### src/rtl/writeback_arbiter_if.sv
// ----------------------------------------------------------------------------
// writeback_arbiter_if
//   Bundles the two writeback requesters (A = ALU, B = load/MEM), the decode
//   hazard-check signals and the register-file write port.
//   master : requester / decode side (drives requests, reads ready/stall/write)
//   slave  : the arbiter itself
// ----------------------------------------------------------------------------
interface writeback_arbiter_if #(
   parameter int DATA_W = 32,
   parameter int ADDR_W = 5
);
   // Requester A (ALU)
   logic              a_valid;
   logic [ADDR_W-1:0] a_addr;
   logic [DATA_W-1:0] a_data;
   logic              a_ready;
   // Requester B (load/MEM)
   logic              b_valid;
   logic [ADDR_W-1:0] b_addr;
   logic [DATA_W-1:0] b_data;
   logic              b_ready;
   // Decode issue / hazard check
   logic              issue_valid;
   logic [ADDR_W-1:0] issue_addr;
   logic [ADDR_W-1:0] inst_read_reg_addr1;
   logic [ADDR_W-1:0] inst_read_reg_addr2;
   logic              stall;
   // Register-file write port
   logic              reg_wr;
   logic [ADDR_W-1:0] reg_wr_addr;
   logic [DATA_W-1:0] reg_wr_data;

   modport master (
      output a_valid, a_addr, a_data,
      output b_valid, b_addr, b_data,
      output issue_valid, issue_addr, inst_read_reg_addr1, inst_read_reg_addr2,
      input  a_ready, b_ready, stall,
      input  reg_wr, reg_wr_addr, reg_wr_data
   );

   modport slave (
      input  a_valid, a_addr, a_data,
      input  b_valid, b_addr, b_data,
      input  issue_valid, issue_addr, inst_read_reg_addr1, inst_read_reg_addr2,
      output a_ready, b_ready, stall,
      output reg_wr, reg_wr_addr, reg_wr_data
   );
endinterface

### src/rtl/writeback_arbiter.sv
// ----------------------------------------------------------------------------
// writeback_arbiter
//   Shares the register file's single write port between the ALU (port A) and
//   the load unit (port B) with round-robin arbitration, and keeps a per-
//   register busy scoreboard that decode uses to hold RAW/WAW hazards.
//
// Ports
//   clk    : system clock, all state on posedge
//   reset  : asynchronous, active-high reset
//   wb     : writeback_arbiter_if.slave
//              a_* / b_*          requester handshakes (ready = granted now)
//              issue_*, inst_*    decode issue and source registers
//              stall              decode must hold (combinational)
//              reg_wr*            registered register-file write port
// ----------------------------------------------------------------------------
module writeback_arbiter #(
   parameter int DATA_W   = 32,
   parameter int ADDR_W   = 5,
   parameter int NUM_REGS = 32
) (
   input  logic                 clk,
   input  logic                 reset,
   writeback_arbiter_if.slave   wb
);

   localparam logic PORT_A = 1'b0;
   localparam logic PORT_B = 1'b1;

   // Round-robin pointer: the port that won most recently
   logic              rr_last_q, rr_last_d;

   // Registered write port
   logic              reg_wr_q,   reg_wr_d;
   logic [ADDR_W-1:0] wr_addr_q,  wr_addr_d;
   logic [DATA_W-1:0] wr_data_q,  wr_data_d;

   // Busy scoreboard; register 0 has no storage and always reads not-busy
   logic [NUM_REGS-1:1] busy_q, busy_d;
   logic [NUM_REGS-1:0] busy_vec;

   logic              grant_a, grant_b, grant_any;
   logic [ADDR_W-1:0] win_addr;
   logic [DATA_W-1:0] win_data;
   logic              stall_c;
   logic              set_en;

   assign busy_vec = {busy_q, 1'b0};

   // ---------------------------------------------------------------- grant
   // On a tie the port that did not win last time gets the slot.
   always_comb begin
      grant_a   = wb.a_valid & (~wb.b_valid | (rr_last_q == PORT_B));
      grant_b   = wb.b_valid & (~wb.a_valid | (rr_last_q == PORT_A));
      grant_any = grant_a | grant_b;
      win_addr  = grant_a ? wb.a_addr : wb.b_addr;
      win_data  = grant_a ? wb.a_data : wb.b_data;

      rr_last_d = rr_last_q;
      if (grant_a)      rr_last_d = PORT_A;
      else if (grant_b) rr_last_d = PORT_B;

      // r0 writes are accepted but never reach the register file
      reg_wr_d  = grant_any & (win_addr != '0);
      wr_addr_d = grant_any ? win_addr : wr_addr_q;
      wr_data_d = grant_any ? win_data : wr_data_q;
   end

   // ---------------------------------------------------------------- hazard
   always_comb begin
      stall_c = busy_vec[wb.inst_read_reg_addr1]
              | busy_vec[wb.inst_read_reg_addr2]
              | (wb.issue_valid & busy_vec[wb.issue_addr]);
      // A stalled issue must not mark its destination busy
      set_en  = wb.issue_valid & ~stall_c & (wb.issue_addr != '0);
   end

   // Per-register next state: a new issue to the same register outranks a
   // completing write, since the newer producer is still outstanding.
   genvar gi;
   generate
      for (gi = 1; gi < NUM_REGS; gi++) begin : g_busy
         logic set_hit, clr_hit;
         assign set_hit    = set_en   & (wb.issue_addr == ADDR_W'(gi));
         assign clr_hit    = reg_wr_d & (win_addr      == ADDR_W'(gi));
         assign busy_d[gi] = set_hit | (busy_q[gi] & ~clr_hit);
      end
   endgenerate

   // ---------------------------------------------------------------- state
   always_ff @(posedge clk or posedge reset) begin
      if (reset) begin
         rr_last_q <= PORT_B;   // A wins the first tie after reset
         reg_wr_q  <= 1'b0;
         wr_addr_q <= '0;
         wr_data_q <= '0;
         busy_q    <= '0;
      end else begin
         rr_last_q <= rr_last_d;
         reg_wr_q  <= reg_wr_d;
         wr_addr_q <= wr_addr_d;
         wr_data_q <= wr_data_d;
         busy_q    <= busy_d;
      end
   end

   // ---------------------------------------------------------------- outputs
   assign wb.a_ready     = grant_a;
   assign wb.b_ready     = grant_b;
   assign wb.stall       = stall_c;
   assign wb.reg_wr      = reg_wr_q;
   assign wb.reg_wr_addr = wr_addr_q;
   assign wb.reg_wr_data = wr_data_q;

endmodule

### src/flat_wrapper.sv
// flat-port wrapper written by rule: the top's interface ports become plain ports
module writeback_arbiter_flat 
#(
   parameter int DATA_W   = 32,
   parameter int ADDR_W   = 5,
   parameter int NUM_REGS = 32
)
  (clk, reset, wb_a_valid, wb_a_addr, wb_a_data, wb_b_valid, wb_b_addr, wb_b_data, wb_issue_valid, wb_issue_addr, wb_inst_read_reg_addr1, wb_inst_read_reg_addr2, wb_a_ready, wb_b_ready, wb_stall, wb_reg_wr, wb_reg_wr_addr, wb_reg_wr_data);
  writeback_arbiter_if #(.DATA_W(DATA_W), .ADDR_W(ADDR_W)) wb_i ();
  input  logic clk;
  input  logic reset;
  input wire logic [$bits(wb_i.a_valid)-1:0] wb_a_valid;
  input wire logic [$bits(wb_i.a_addr)-1:0] wb_a_addr;
  input wire logic [$bits(wb_i.a_data)-1:0] wb_a_data;
  input wire logic [$bits(wb_i.b_valid)-1:0] wb_b_valid;
  input wire logic [$bits(wb_i.b_addr)-1:0] wb_b_addr;
  input wire logic [$bits(wb_i.b_data)-1:0] wb_b_data;
  input wire logic [$bits(wb_i.issue_valid)-1:0] wb_issue_valid;
  input wire logic [$bits(wb_i.issue_addr)-1:0] wb_issue_addr;
  input wire logic [$bits(wb_i.inst_read_reg_addr1)-1:0] wb_inst_read_reg_addr1;
  input wire logic [$bits(wb_i.inst_read_reg_addr2)-1:0] wb_inst_read_reg_addr2;
  output wire logic [$bits(wb_i.a_ready)-1:0] wb_a_ready;
  output wire logic [$bits(wb_i.b_ready)-1:0] wb_b_ready;
  output wire logic [$bits(wb_i.stall)-1:0] wb_stall;
  output wire logic [$bits(wb_i.reg_wr)-1:0] wb_reg_wr;
  output wire logic [$bits(wb_i.reg_wr_addr)-1:0] wb_reg_wr_addr;
  output wire logic [$bits(wb_i.reg_wr_data)-1:0] wb_reg_wr_data;
  assign wb_i.a_valid = wb_a_valid;
  assign wb_i.a_addr = wb_a_addr;
  assign wb_i.a_data = wb_a_data;
  assign wb_i.b_valid = wb_b_valid;
  assign wb_i.b_addr = wb_b_addr;
  assign wb_i.b_data = wb_b_data;
  assign wb_i.issue_valid = wb_issue_valid;
  assign wb_i.issue_addr = wb_issue_addr;
  assign wb_i.inst_read_reg_addr1 = wb_inst_read_reg_addr1;
  assign wb_i.inst_read_reg_addr2 = wb_inst_read_reg_addr2;
  assign wb_a_ready = wb_i.a_ready;
  assign wb_b_ready = wb_i.b_ready;
  assign wb_stall = wb_i.stall;
  assign wb_reg_wr = wb_i.reg_wr;
  assign wb_reg_wr_addr = wb_i.reg_wr_addr;
  assign wb_reg_wr_data = wb_i.reg_wr_data;
  writeback_arbiter #(.DATA_W(DATA_W), .ADDR_W(ADDR_W), .NUM_REGS(NUM_REGS)) u_core (.clk(clk), .reset(reset), .wb(wb_i));
endmodule
### config.mk
export PLATFORM = sky130hd
export DESIGN_NAME = writeback_arbiter_flat
export DESIGN_NICKNAME = d
export VERILOG_FILES = /design/src/rtl/writeback_arbiter_if.sv /design/src/rtl/writeback_arbiter.sv /design/src/flat_wrapper.sv
export SDC_FILE = /design/constraint.sdc
export NUM_CORES = 1
export LEC_CHECK = 0
export ABC_AREA = 1
export CAP_MARGIN = 15
export CORE_MARGIN = 2
export CORE_UTILIZATION = 29
export DETAILED_ROUTE_END_ITERATION = 8
export GPL_TIMING_DRIVEN = 0
export HOLD_SLACK_MARGIN = 0.1
export PLACE_DENSITY = 0.56
export SLEW_MARGIN = 20
export SYNTH_ARGS = -nofsm -noshare
export SYNTH_HDL_FRONTEND = slang
export SYNTH_SLANG_ARGS = --single-unit
### constraint.sdc
create_clock -name clk -period 2.9 [get_ports clk]
set_input_delay 0.435 -clock clk [delete_from_list [all_inputs] [get_ports clk]]
set_output_delay 0.435 -clock clk [all_outputs]
set_load 0.005 [all_outputs]
==> metrics.md <==
| Metric | Value |
|---|---|
| # diodes | `0` |
| Synth Register Bits | `70` |
| Share of total power in the clock network | `approximately 31%` |
| Worst path arrival time | `between 2 and 2.5 ns` |
| DP HPWL | `about 13000 µm` |
| Worst path cell trace | `clkdlybuf4s50_1, inv_1, nor2_2, inv_1, nor2_1, nor2_1, nand2_1, nand2_1, nor2_2, nor2_4, buf_6, inv_1, dlygate4sd2_1` |
| Mapped Area | `about 4500 µm²` |
| Buf/Inv on CP | `6` |
| Crit path launch | `wb_issue_addr[2]` |
| Total routing usage reported by global routing | `between 20% and 30%` |
| Core Area | `between 15000 and 20000 µm²` |
| CTS root buf | `clkbuf_16` |
| Final setup viols | `0` |
| Sw power | `a little under 0.001 W` |
| Full die area | `between 15000 and 20000 µm²` |
| Switching Share | `a little under a third` |
| Sequential Power Share | `between 40 and 50%` |
| P_leak | `approximately 2.9 nW` |
| Placer Congestion | `0.8809` |
| Commonest cells in the netlist | `nand2_1 (235), o21ai_0 (105), nand3_1 (99), nor2_1 (76), dfrtp_1 (69)` |
| DR vias/cell | `4.760` |
| Max frequency | `between 0.3 and 0.4 GHz` |
| Worst path most repeated cell | `inv_1` |
| Max-slew violations | `0` |
| Worst setup EP type | `output pin` |
| Ys Warns | `0` |
| Combinational Power Share | `between 20% and 30%` |
| Die H | `about 130 µm` |
| Post-synthesis sequential area ratio | `38.78%` |
| CP delay by family, top | `buffers and inverters` |
| H-tree depth | `3` |
| Num CTS Buffers | `9` |
| Synth Flop Type | `dfrtp_1` |
| Sum of negative setup slack | `0 ns` |
| Total power | `about 0.0031 W` |
| DR iter-0 viols | `just over 300` |
| Setup crit end | `wb_stall` |
| FFs w/ async S/R, synth | `100.0%` |
| Cell Int Power | `between 0.002 and 0.0025 W` |
| Drt drc | `0` |
| Yosys cell types | `23` |
| Crit path kind | `input port to output pin` |
| Final net count | `between 900 and 1k` |
| Area leader, netlist | `dfrtp_1` |
| Peak supply drop | `around 0.20 mV` |
| Yosys top cell area share | `38.20%` |
| Worst r2r path cells | `8` |
| CTS tree | `built` |
| CTS Hold Bufs | `0` |
| Vias in the first global route | `about 5.0k` |
| Share of cells above drive strength 1 | `between 6 and 7%` |
| Post-Route WL | `16170 µm` |
| Power per Cell Area | `485.4 nW/µm²` |
| R2R Path Start | `u_core.rr_last_q` |
| Antenna violations before repair | `0` |
| Crit path time final | `2.746 ns` |
| Reg clk slew, reported paths | `~0.050 ns` |
| Area Growth Syn to Fin | `41.88%` |
| Largest net degree at the start of global routing | `between 40 and 50` |
| Slowest-stage cell, CP | `clkdlybuf4s50_1` |
| Worst R2R End | `u_core.busy_q[24]` |
| Port buffer count | `130` |
| Worst Tran Pin Value | `approximately 0.58 ns` |
| Die W | `approximately 130 µm` |
| Syn avg cell area | `6.376 µm²` |
| Vias post-DR | `between 4k and 5k` |
| Clock latency on the worst-skew pair | `about 0.33 ns` |
| Row cnt | `45` |
| Net count after synthesis | `between 800 and 900` |
| IO Pins | `around 140` |
| Synth Instances | `709` |
| Critical path fanouts, max | `5` |
| Max-cap viol count | `0` |
| Hold Path Class | `input port to async pin` |
| Worst rel slew slack | `between 60% and 70%` |
| Top-count cell post-synth | `nand2_1` |
| Run status | `completed` |
| Worst clock skew | `about 0.0095 ns` |
| Largest cells by area after synthesis | `dfrtp_1 (38%), nand2_1 (20%), o21ai_0 (12%), nand3_1 (11%), nor2_1 (6.3%)` |
| Clock Tree Buf Depth | `2` |
| Initial Utilization | `approximately 30%` |
| R2R setup slack | `0.79 ns` |
| Total grt overflow | `0` |
| Worst endpoint required time | `roughly 2.5 ns` |
| Post-DRT Antenna Nets | `0` |
| Fin crit share | `94.70%` |
| Global-route wire length before repair | `25920 µm` |
| Levels on crit path | `13` |
| Worst Setup Start Kind | `input port` |
| CTS Sinks | `70` |
| Pre-antenna DRT Iters | `5` |
| Post-DR wirelength/cell | `between 15 and 20 µm` |
| Final hold violation count | `0` |
| EDFF count, synth | `0` |
| Crit path largest cell delay | `roughly 0.55 ns` |
[cell families after synthesis]
logic type             count (synthesis)  synth area share (%)
flip-flops                            70                 38.78
buffers and inverters                102                 9.521
multiplexers                           1                0.2214
AND/OR/NAND/NOR                      427                 38.92
AO/OA/AOI/OAI                        109                 12.57
[power by group through the flow]
stage	Combinational [W]	Sequential [W]	Clock, W
6_report	0.000882	0.00126	0.000974
5_1_grt	0.000992	0.00127	0.00104
4_1_cts	0.000878	0.00125	0.000993
3_5_place_dp	0.000868	0.00127	0
3_3_place_gp	0.000865	0.00127	0
2_1_floorplan	0.000441	0.00123	0
[worst register-to-register path, stage by stage (launching register included)]
cell and delay, ns:
dfstp_2 0.58, nand2_1 0.07, nand3_1 0.34, inv_2 0.14, nor2_1 0.25, buf_4 0.22
inv_1 0.15, o21ai_0 0.18, nand2_1 0.08
[registers in the layout, indices dropped and copies added, names as in the netlist]
register and flops:
u_core.busy_q 31, u_core.wb.reg_wr_addr 5, u_core.rr_last_q 1, u_core.wb.reg_wr 1
u_core.wb.reg_wr_data 32
[placed cells by master, fill, tap and decap left out, types with 6 or more instances in the layout]
cell type,instances
clkdlybuf4s50_1,127
inv_1,59
clkbuf_1,25
dfrtp_1,69
nor3_1,12
nand3_1,99
nor2_1,71
clkbuf_16,9
o21ai_0,105
buf_2,6
nor2_2,6
buf_4,10
nand2_1,233
[per-layer routing]
| metal | wire length [µm] | track usage (%) | up-vias |
|---|---|---|---|
| met5 | 0 | 0 | - |
| met4 | 252 | 5.499 | 0 |
| met3 | 1199 | 5.696 | 15 |
| met2 | 7389 | 32.52 | 164 |
| met1 | 7326 | 26.37 | 2247 |
| li1 | - | - | 2563 |
[what timing repair did]
item	in CTS	in global routing
setup endpoints to repair	1	2
buffers inserted	1	4
pin swaps	1	3
gates resized for setup	12	6
[final cells by class]
class                           instances  area (µm²)
Timing Repair Buffer                  136        1363
Fill cell                            1606        8788
Sequential cell                        70        1753
Buffer                                 35       202.7
Tap cell                              188       235.2
Clock buffer                           16       251.5
Multi-Input combinational cell        537        2355
Inverter                               66       254.0
[how the worst min path moves through the flow]
stage / startpoint / endpoint
2_1_floorplan: u_core.busy_q[23] / u_core.busy_q[23]
3_3_place_gp: u_core.wb.reg_wr_data[29] / u_core.wb.reg_wr_data[29]
3_5_place_dp: u_core.wb.reg_wr_addr[4] / u_core.wb.reg_wr_addr[4]
4_1_cts: reset / u_core.wb.reg_wr_data[22]
5_1_grt: reset / u_core.wb.reg_wr_data[22]
6_report: reset / u_core.wb.reg_wr_data[23]
[stage by stage]
step	instance area, µm²	util [%]	hold slack (ns)	setup WS (ns)	cells
2_1_floorplan	4521	-	0.4688	0.6984	709
3_5_place_dp	6087	40.04	0.4722	-0.3746	1028
5_1_grt	6414	42.19	0.4787	-0.009178	1048
4_1_cts	6370	41.90	0.4389	0.01662	1045
6_report	6414	42.19	0.4344	0.1537	1048
3_3_place_gp	6057	39.84	0.4643	-0.6856	1027
Power figures use the tool's default switching activity.
